==> src/rtl/seq_detector_param.sv <==
// seq_detector_param: serial pattern detector with overlap/non-overlap modes.
// Ports: clk, rst (sync, active-high), x/in_valid (serial bit + qualifier),
//   overlap (mode), cnt_clr (counter clear), q (1-cycle match pulse, 1-cycle
//   latency from the accepting edge), match_cnt (saturating match count),
//   fill (valid history bits held, 0..SEQ_LEN).
// Optional feature macro: SEQ_DET_MATCH_CNT_EN enables the match counter and
//   cnt_clr; without it match_cnt is tied to 0 and cnt_clr is ignored.
module seq_detector_param #(
  parameter int                 SEQ_LEN = 4,
  parameter logic [SEQ_LEN-1:0] PATTERN = 4'b1010,
  parameter int                 CNT_W   = 8
) (
  input  logic                           clk,
  input  logic                           rst,
  input  logic                           x,
  input  logic                           in_valid,
  input  logic                           overlap,
  input  logic                           cnt_clr,
  output logic                           q,
  output logic [CNT_W-1:0]               match_cnt,
  output logic [$clog2(SEQ_LEN+1)-1:0]   fill
);

  localparam int            FW   = $clog2(SEQ_LEN + 1);
  localparam logic [FW-1:0] FULL = FW'(SEQ_LEN);
  localparam logic [FW-1:0] LAST = FW'(SEQ_LEN - 1);

  // ARMED mirrors fill == SEQ_LEN; FILLING covers every fill below that.
  typedef enum logic {
    FILLING = 1'b0,
    ARMED   = 1'b1
  } state_t;

  state_t             r_state;
  state_t             w_state_nxt;
  logic [SEQ_LEN-1:0] r_win;
  logic [SEQ_LEN-1:0] w_win_nxt;
  logic [SEQ_LEN-1:0] w_win_shift;
  logic [FW-1:0]      r_fill;
  logic [FW-1:0]      w_fill_nxt;
  logic               r_q;
  logic               w_complete;
  logic               w_match;

  always_ff @(posedge clk) begin
    if (rst) begin
      r_state <= FILLING;
      r_win   <= '0;
      r_fill  <= '0;
      r_q     <= 1'b0;
    end else begin
      r_state <= w_state_nxt;
      r_win   <= w_win_nxt;
      r_fill  <= w_fill_nxt;
      r_q     <= w_match;
    end
  end

  always_comb begin
    w_state_nxt = r_state;
    w_win_nxt   = r_win;
    w_fill_nxt  = r_fill;
    w_match     = 1'b0;
    w_complete  = 1'b0;
    w_win_shift = {r_win[SEQ_LEN-2:0], x};

    if (in_valid) begin
      w_win_nxt = w_win_shift;
      // A match is only possible once the window will be fully valid after
      // this shift; at that point every window bit is fresh, so a full-width
      // compare is exactly the compare over valid bits.
      w_complete = (r_state == ARMED) || (r_fill == LAST);
      if (w_complete) begin
        w_match = (w_win_shift == PATTERN);
        if (w_match && !overlap) begin
          // Non-overlapping: restart collection from scratch on the same edge.
          w_fill_nxt  = '0;
          w_state_nxt = FILLING;
        end else begin
          w_fill_nxt  = FULL;
          w_state_nxt = ARMED;
        end
      end else begin
        w_fill_nxt  = r_fill + 1'b1;
        w_state_nxt = FILLING;
      end
    end
  end

  assign q    = r_q;
  assign fill = r_fill;

`ifdef SEQ_DET_MATCH_CNT_EN
  logic [CNT_W-1:0] r_cnt;

  // Clear wins over a coincident match; the pulse on q is unaffected.
  always_ff @(posedge clk) begin
    if (rst) begin
      r_cnt <= '0;
    end else if (cnt_clr) begin
      r_cnt <= '0;
    end else if (w_match && (r_cnt != '1)) begin
      r_cnt <= r_cnt + 1'b1;
    end
  end

  assign match_cnt = r_cnt;
`else
  logic w_unused_cnt_clr;

  assign w_unused_cnt_clr = cnt_clr;
  assign match_cnt        = '0;
`endif

endmodule

==> config.mk <==
export PLATFORM = sky130hd
export DESIGN_NAME = seq_detector_param
export DESIGN_NICKNAME = d
export VERILOG_FILES = /design/src/rtl/seq_detector_param.sv
export SDC_FILE = /design/constraint.sdc
export NUM_CORES = 1
export LEC_CHECK = 0
export BUFFER_PORTS_ARGS = -buffer_cell sky130_fd_sc_hd__buf_2
export CORE_AREA = 2 2 39 41
export DETAILED_ROUTE_END_ITERATION = 6
export DIE_AREA = 0 0 41 43
export SETUP_SLACK_MARGIN = 0.2
export SYNTH_ARGS = -nofsm -noshare
export SYNTH_HDL_FRONTEND = slang
export SYNTH_SLANG_ARGS = --single-unit
==> constraint.sdc <==
create_clock -name clk -period 1.92 [get_ports clk]
set_input_delay 0 -clock clk [delete_from_list [all_inputs] [get_ports clk]]
set_output_delay 0 -clock clk [all_outputs]
set_load 0.02 [all_outputs]
---- After elaboration in Yosys (flattened, before gate mapping) ----
Index checks and enable logic that the tools add are counted.
storage, ports and cells
  flip-flop bits (word level) ............. 8
  latch bits .............................. 0
  bits in writable memories ............... 0
  ROM bits ................................ 0
  bits of input ports ..................... 6
  output and inout bits ................... 12
  logic and storage cells ................. 17
  memories kept ........................... 0
operators by class
  add/subtract/negate cells ............... 1
  multiply operators ...................... 0
  divide/modulo/power cells ............... 0
  $lt $le $gt $ge ......................... 0
  eq/ne operators ......................... 2
  shift operators ......................... 0
  mux-type cells .......................... 4
  bitwise logic cells ..................... 2
  reductions and logical operators ........ 4
operators with widths
  cell                                                 number
  two-way mux 3 bit                                    2
  equality test 4 bit, second input constant           1
  adder 3 x 1 -> 3 bit, second input constant          1
  equality test 3 x 2 -> 1 bit, second input constant  1
  OR reduction 3 bit                                   1
  two-way mux 1 bit                                    2
  inverter 1 bit                                       2
  logical AND 1 bit                                    1
  logical NOT 1 bit                                    1
  logical OR 1 bit                                     1

---- Longest topological paths before layout ----
Gate-level depths: netlist of run 1.
  word-level depth ........................ 4
  depth in mapped cells ................... 5
  gate-level depth less buffers ........... 5

---- Least setup slack after synthesis of run 1 ----
OpenSTA, ideal clock, no wires.
  kind .................................... register -> register
  start point ............................. reg r_fill[0] (netlist: fill[0])
  end point ............................... reg r_fill[2] (netlist: fill[2])
  setup time .............................. 88 ps
  arrival time ............................ 1,238 ps
  required time ........................... 1,832 ps
  path slack .............................. 594 ps
  stages on the path, launching flop included .. 6
  buffers on the path ..................... 0
  cells stage by stage .................... dfxtp_1 -> ha_1 -> ha_1 -> nor2_2 -> and3_1 -> nor4_2
on the way
  word-level cells in the longest chain between the ends .. 3
ends and longest elaborated chain
  what                                                                          RTL line  text
  from (decl)                                                                   39        logic [FW-1:0] r_fill;
  from (signal assigned)                                                        54        r_fill <= w_fill_nxt;
  parallel branches: the longest is 2 deep, another holds adder 3 x 1 -> 3 bit  -
  two-way mux 3 bit *                                                           73        if (w_complete) begin
Every way passes the cells marked *.
A chain may end at the register's enable or synchronous reset.

---- Worst setup path in the final report of run 1 ----
Ends and elaborated chain as after synthesis.

==> metrics, run 1 <==
status finished, final reports clean; worst vdd ir 0.000360 V; Routed wire per std cell 8.51 um; Net Sw Frac 26.7%; Final Setup Violations 0; post-synthesis mux area share 9.30%; Gate Count Post-Synth 44; Die Y 43 um; # diodes 0; fmax 772 MHz; Pleak 0.000235 uW; Power Internal 266 uW; #FFs+latches synth 8; Num CTS Buffers 3; final std cell area, no fill 474 sq um; I/O pins 18; cell taking the most area after synthesis dfxtp_1; Crit path largest cell delay 330 ps; iteration count of the initial detailed-routing pass 4; RSZ-0062 raised after global routing false; initial core utilization 31.1%; critical path capture point type register; yosys warns 0; DRC viols 0; CP max-delay cell dfxtp_1; post-synthesis compound-gate area fraction 2.33%; Via-to-Cell Ratio 4.19; top cells by count, synth 8 x buf_4, 8 x dfxtp_1, 5 x nor2_1; Worst Path Arrival 1460 ps; DRT iter0 DRCs 4; Comb power frac 16.4%; Clk pin slew, worst setup/hold paths 50 ps; initial antenna violation count 0; startpoint types register; critical path required time 2080 ps; sequential fraction of design power 49.9%; via count 289; Die X 41 um; setup tns final 0 ps; Clk pwr share 33.6%; min Tclk post-route 1300 ps; RD Place Congestion 0.691; # rows 14; adder-cell share of the synthesized area 5.81%; worst skew pair latency 250 ps; share of cells above drive strength 1 28.3%; syn avg cell area 9.78 sq um; Post-Route WL 587 um; critical path, cell by cell ha_1 -> ha_1 -> nor2_2 -> nor4_2 -> nor4_2; Fin. Hold Viols 0; Top FF cell, synth dfxtp_1; final period utilization 67.5%; worst min-delay path category primary input to register; CTS tree built; vias in the first global route 255; CTS H-tree depth 1; CTS root buf clkbuf_4; gr ovfl total 0; Total GRT Usage 8.98%; Post-Synth Simple-Gate Area 26.2%; reg2reg setup slack 620 ps; largest family of logic cells by synthesized area simple AND/OR/NAND/NOR gates; crit path max fanout 4; Post-Synth XOR/XNOR Area 0%; Post-synth EDFFs 0; largest cells by area after synthesis dfxtp_1 37%, buf_4 14%, mux2i_1 9.3%; first-pass GRT wire length 1030 um; post-CTS setup buffers 0; P_sw 96.9 uW; Slew Viols, Final 0; IO Port Bufs 8; Max-Cap Viols 0; Post-Syn Area 430 sq um; die area 1760 sq um; fin nets 63; post-synth top area share 37.2%; largest net degree at the start of global routing 11; Area Growth Syn to Fin 10.2%; Fin Clk Skew 2.54 ps; core footprint 1380 sq um; Routed Antenna Nets 0; clk sinks 8; Longest Clk Path Bufs 2; post-synthesis cell type count 18; register area share after synthesis 37.2%; Crit Path Class register to register; Pwr Density 765 nW/um^2; share of synthesized registers carrying an async set or reset 0%; Cell Area, Placed 442 sq um
-- sequential cells by signal, indices dropped and copies added (netlist names) --
| register | cells |
|---|---|
| q | 1 |
| fill | 3 |
| r_state | 1 |
| r_win | 3 |
-- metrics by stage --
stage          worst slack, ps  util, %  instances  hold WS (ps)  power [uW]
6_report                   625     34.3         69          21.8         363
5_1_grt                    523     34.3         69          42.3         387
4_1_cts                    607     34.3         69          15.5         372
3_5_place_dp               621     31.9         65           231         243
3_3_place_gp               634     31.9         65           233         243
2_1_floorplan              594        -         51          77.0         244
-- worst paths after layout --
path,depth (start not counted),end,start
max,5,fill[2],fill[0]
min,2,fill[1],rst
max reg2reg,5,fill[2],fill[0]
min reg2reg,2,fill[1],fill[1]
-- logic make-up (layout without fill, tap and decap cells) --
family          after synthesis  in the layout
buf+inv                      11             13
other cells                   1              8
flops                         8              8
compound gates                2              2
mux                           4              4
simple gates                 16             16
fa+ha+maj                     2              2
-- layer usage --
metal	track usage (%)	vias up	wire, um
met5	0	-	0
met4	8.00	0	4
met3	3.14	2	36
met2	10.3	11	259
met1	12.4	122	288
li1	-	154	-
-- placed cells by master (no fill, tap or decap), drive strengths merged --
cell type	n
clkbuf	3
conb	8
nor3	3
nand3	1
nor2	6
buf	8
inv	1
and3	1
a21oi	2
nor4	3
nand4b	1
ha	2
dfxtp	8
nand2b	1
mux2i	4
dlygate4sd3	1
-- cell type report --
type                    instances  area (sq um)
fillers                       154           910
multi-input cells              32           218
well taps                      16          20.0
inverters                       1          3.75
clock buffers                   3          22.5
flip-flops and latches          8           160
repair buffers                  9          50.0
-- worst max-delay path, delay by kind of cell (launching register included) --
| kind | cells | cell delay (ps) |
|---|---|---|
| flip-flops | 1 | 330 |
| AND/OR/NAND/NOR | 3 | 460 |
| adder cells (fa/ha/maj) | 2 | 410 |
-- timing repair --
item	in CTS	in global routing
resized for setup	0	0
hold buffers	1	0
hold endpoints to repair	1	0
-- power by group through the flow --
stage	clock network, uW	logic (uW)	registers (uW)
2_1_floorplan	0	53.4	190
3_3_place_gp	0	58.4	184
3_5_place_dp	0	58.6	185
4_1_cts	131	60.1	181
5_1_grt	136	69.2	182
6_report	122	59.6	181
Note: power is estimated with default switching activity, not from simulation.
==> run 2, diff against run 1 <==
==> constraint.sdc (replaced) <==
create_clock -name clk -period 1.05 [get_ports clk]
set_input_delay 0 -clock clk [delete_from_list [all_inputs] [get_ports clk]]
set_output_delay 0 -clock clk [all_outputs]
set_load 0.02 [all_outputs]
==> run 2 against run 1 <==
Against the previous run: the run now ends with setup timing left; first-iteration DRC count is 25% higher; combinational power grew to 2.9 times the previous value; wire length increased by 33%; die area stayed put; sequential share of layout area is 5.5 points lower; worst setup slack lost 750 ps; maximum frequency up 10%; largest power group unchanged; clock skew up 8.6 ps; final area grew 26%; global-route usage up 1.9 points.
==> metrics, run 2 (synthesis gave the netlist of run 1 again) <==
worst vdd ir 0.000790 V (+120%); IO Port Bufs 8 (unchanged); largest net degree at the start of global routing 11 (unchanged); iteration count of the initial detailed-routing pass 4 (unchanged); DRT iter0 DRCs 5 (+1); final period utilization 112% (+44 points); fmax 852 MHz (+10%); I/O pins 18 (unchanged); Crit Path Class register to register; most frequent cells in the layout 8 x conb_1, 6 x buf_6, 5 x nor2_1, 5 x buf_2, 5 x dfxtp_1; worst min-delay path category primary input to register; Clk pin slew, worst setup/hold paths 60 ps (about the same); RD Place Congestion 0.681 (-1.4%); multi-input logic area 262 sq um (+20%); non-filler cells in the finished layout 75 (+8.7%); Routed Antenna Nets 0 (unchanged); uppermost layer routed met3; metal2 WL 383 um (+48%); startpoint types register; Pleak 0.000273 uW (+16%); Post-Route WL 781 um (+33%); critical path, cell by cell ha_4 -> ha_4 -> nor2_4 -> and3_4 -> nor4_2; Area Growth Syn to Fin 39.0%; Final Setup Violations 4 (+4); Total GRT Usage 10.9% (+1.9 points); # fillers 145 (-5.8%); clk sinks 8 (unchanged); Worst Path Arrival 1320 ps (-140 ps); Via-to-Cell Ratio 4.45 (+6.3%); Fin Clk Skew 11.2 ps (+8.63 ps); delay-heaviest family, CP simple AND/OR/NAND/NOR gates; Max-Cap Viols 0 (unchanged); Die X 41 um (unchanged); initial antenna violation count 0 (unchanged); share of cells above drive strength 1 47.5% (+19 points); CTS H-tree depth 1 (unchanged); CP max-delay cell dfxtp_4; Storage cell area 169 sq um (+5.5%); final core occ 43.2% (+9.0 points); DRC viols 0 (unchanged); Met1 Routed Length 335 um (+16%); initial core utilization 31.1% (unchanged); commonest non-fill, non-tap cell in the layout conb_1; # diodes 0 (unchanged); dpl hpwl 537 um; Longest Clk Path Bufs 2 (unchanged); Placed Cells 66 (+1.5%); min Tclk post-route 1170 ps (-121 ps); setup tns final -328 ps (-328 ps); Num CTS Buffers 3 (unchanged); critical path capture point type register; # rows 14 (unchanged); Fin. Hold Viols 0 (unchanged); Die Y 43 um (unchanged); fin nets 68 (+7.9%); most used cell along the critical path ha_4; Final Worst Setup Slack -124 ps (-749 ps); Cell Area, Placed 488 sq um (+10%); first-pass GRT wire length 1260 um (+22%); Routed wire per std cell 10.4 um (+22%); violated checks setup timing; CTS tree built; critical path required time 1200 ps (-880 ps); via count 334 (+16%); die area 1760 sq um (unchanged); final std cell area, no fill 598 sq um (+26%); gr ovfl total 0 (unchanged); status finished with violations; core footprint 1380 sq um (unchanged); vias in the first global route 309 (+21%); Slew Viols, Final 0 (unchanged); crit path max fanout 4 (unchanged); routed wl met3 62 um (+72%); Buf/Inv on CP 0 (unchanged); CTS root buf clkbuf_4; Pwr Density 1270 nW/um^2 (+66%); Crit path largest cell delay 360 ps (+30 ps); RSZ-0062 raised after global routing true; worst skew pair latency 260 ps (about the same)
[run 2: changes by cell type in the layout (fill, tap and decap cells not counted), sizes merged]
cell    previous run  this run
buf                8        13
clkbuf             3         4
[run 2: layer usage]
| metal | GRT usage, % | vias up |
|---|---|---|
| li1 | - | 163 |
| met1 | 12.3 | 161 |
| met2 | 16.3 | 10 |
| met3 | 7.85 | 0 |
| met4 | 2.00 | 0 |
| met5 | 0 | - |
[run 2: final timing paths]
path,start,end,slack (ps),cells past startpoint
max,fill[0],fill[2],-120,5
min,rst,fill[1],20,2
max reg2reg,fill[0],fill[2],-120,5
min reg2reg,r_win[2],q,530,2
[run 2: cell type report]
type | count | area share, %
multi-input combinational | 32 | 43.7
sequential | 8 | 28.2
timing repair buffer | 14 | 19.7
clock buffer | 4 | 4.39
tap | 16 | 3.35
inverter | 1 | 0.628
[run 2: report_power, final]
group          total (uW)  internal (uW)  switching (uW)
registers             334            319            14.8
logic                 170           81.8            88.2
clock network         258            146             112
[run 2: repair_timing]
item,in CTS,in global routing
hold buffers,1,0
buffers inserted,3,1
pin swaps,2,3
endpoints found under the hold margin,1,0
resized for setup,9,3
setup endpoints to repair,6,7
[run 2: stage by stage]
stage | total power [uW] | hold WS, ps | worst slack (ps)
5_1_grt | 807 | 17.3 | -175
2_1_floorplan | 456 | 77.1 | -110
3_5_place_dp | 463 | 230 | -157
3_3_place_gp | 459 | 228 | -127
6_report | 761 | 18.2 | -124
4_1_cts | 758 | 12.1 | -137
[run 2: worst reg2reg max path: stages (launching register included)]
cell and delay [ps]:
dfxtp_4 360, ha_4 160, ha_4 160, nor2_4 140
and3_4 200, nor4_2 40
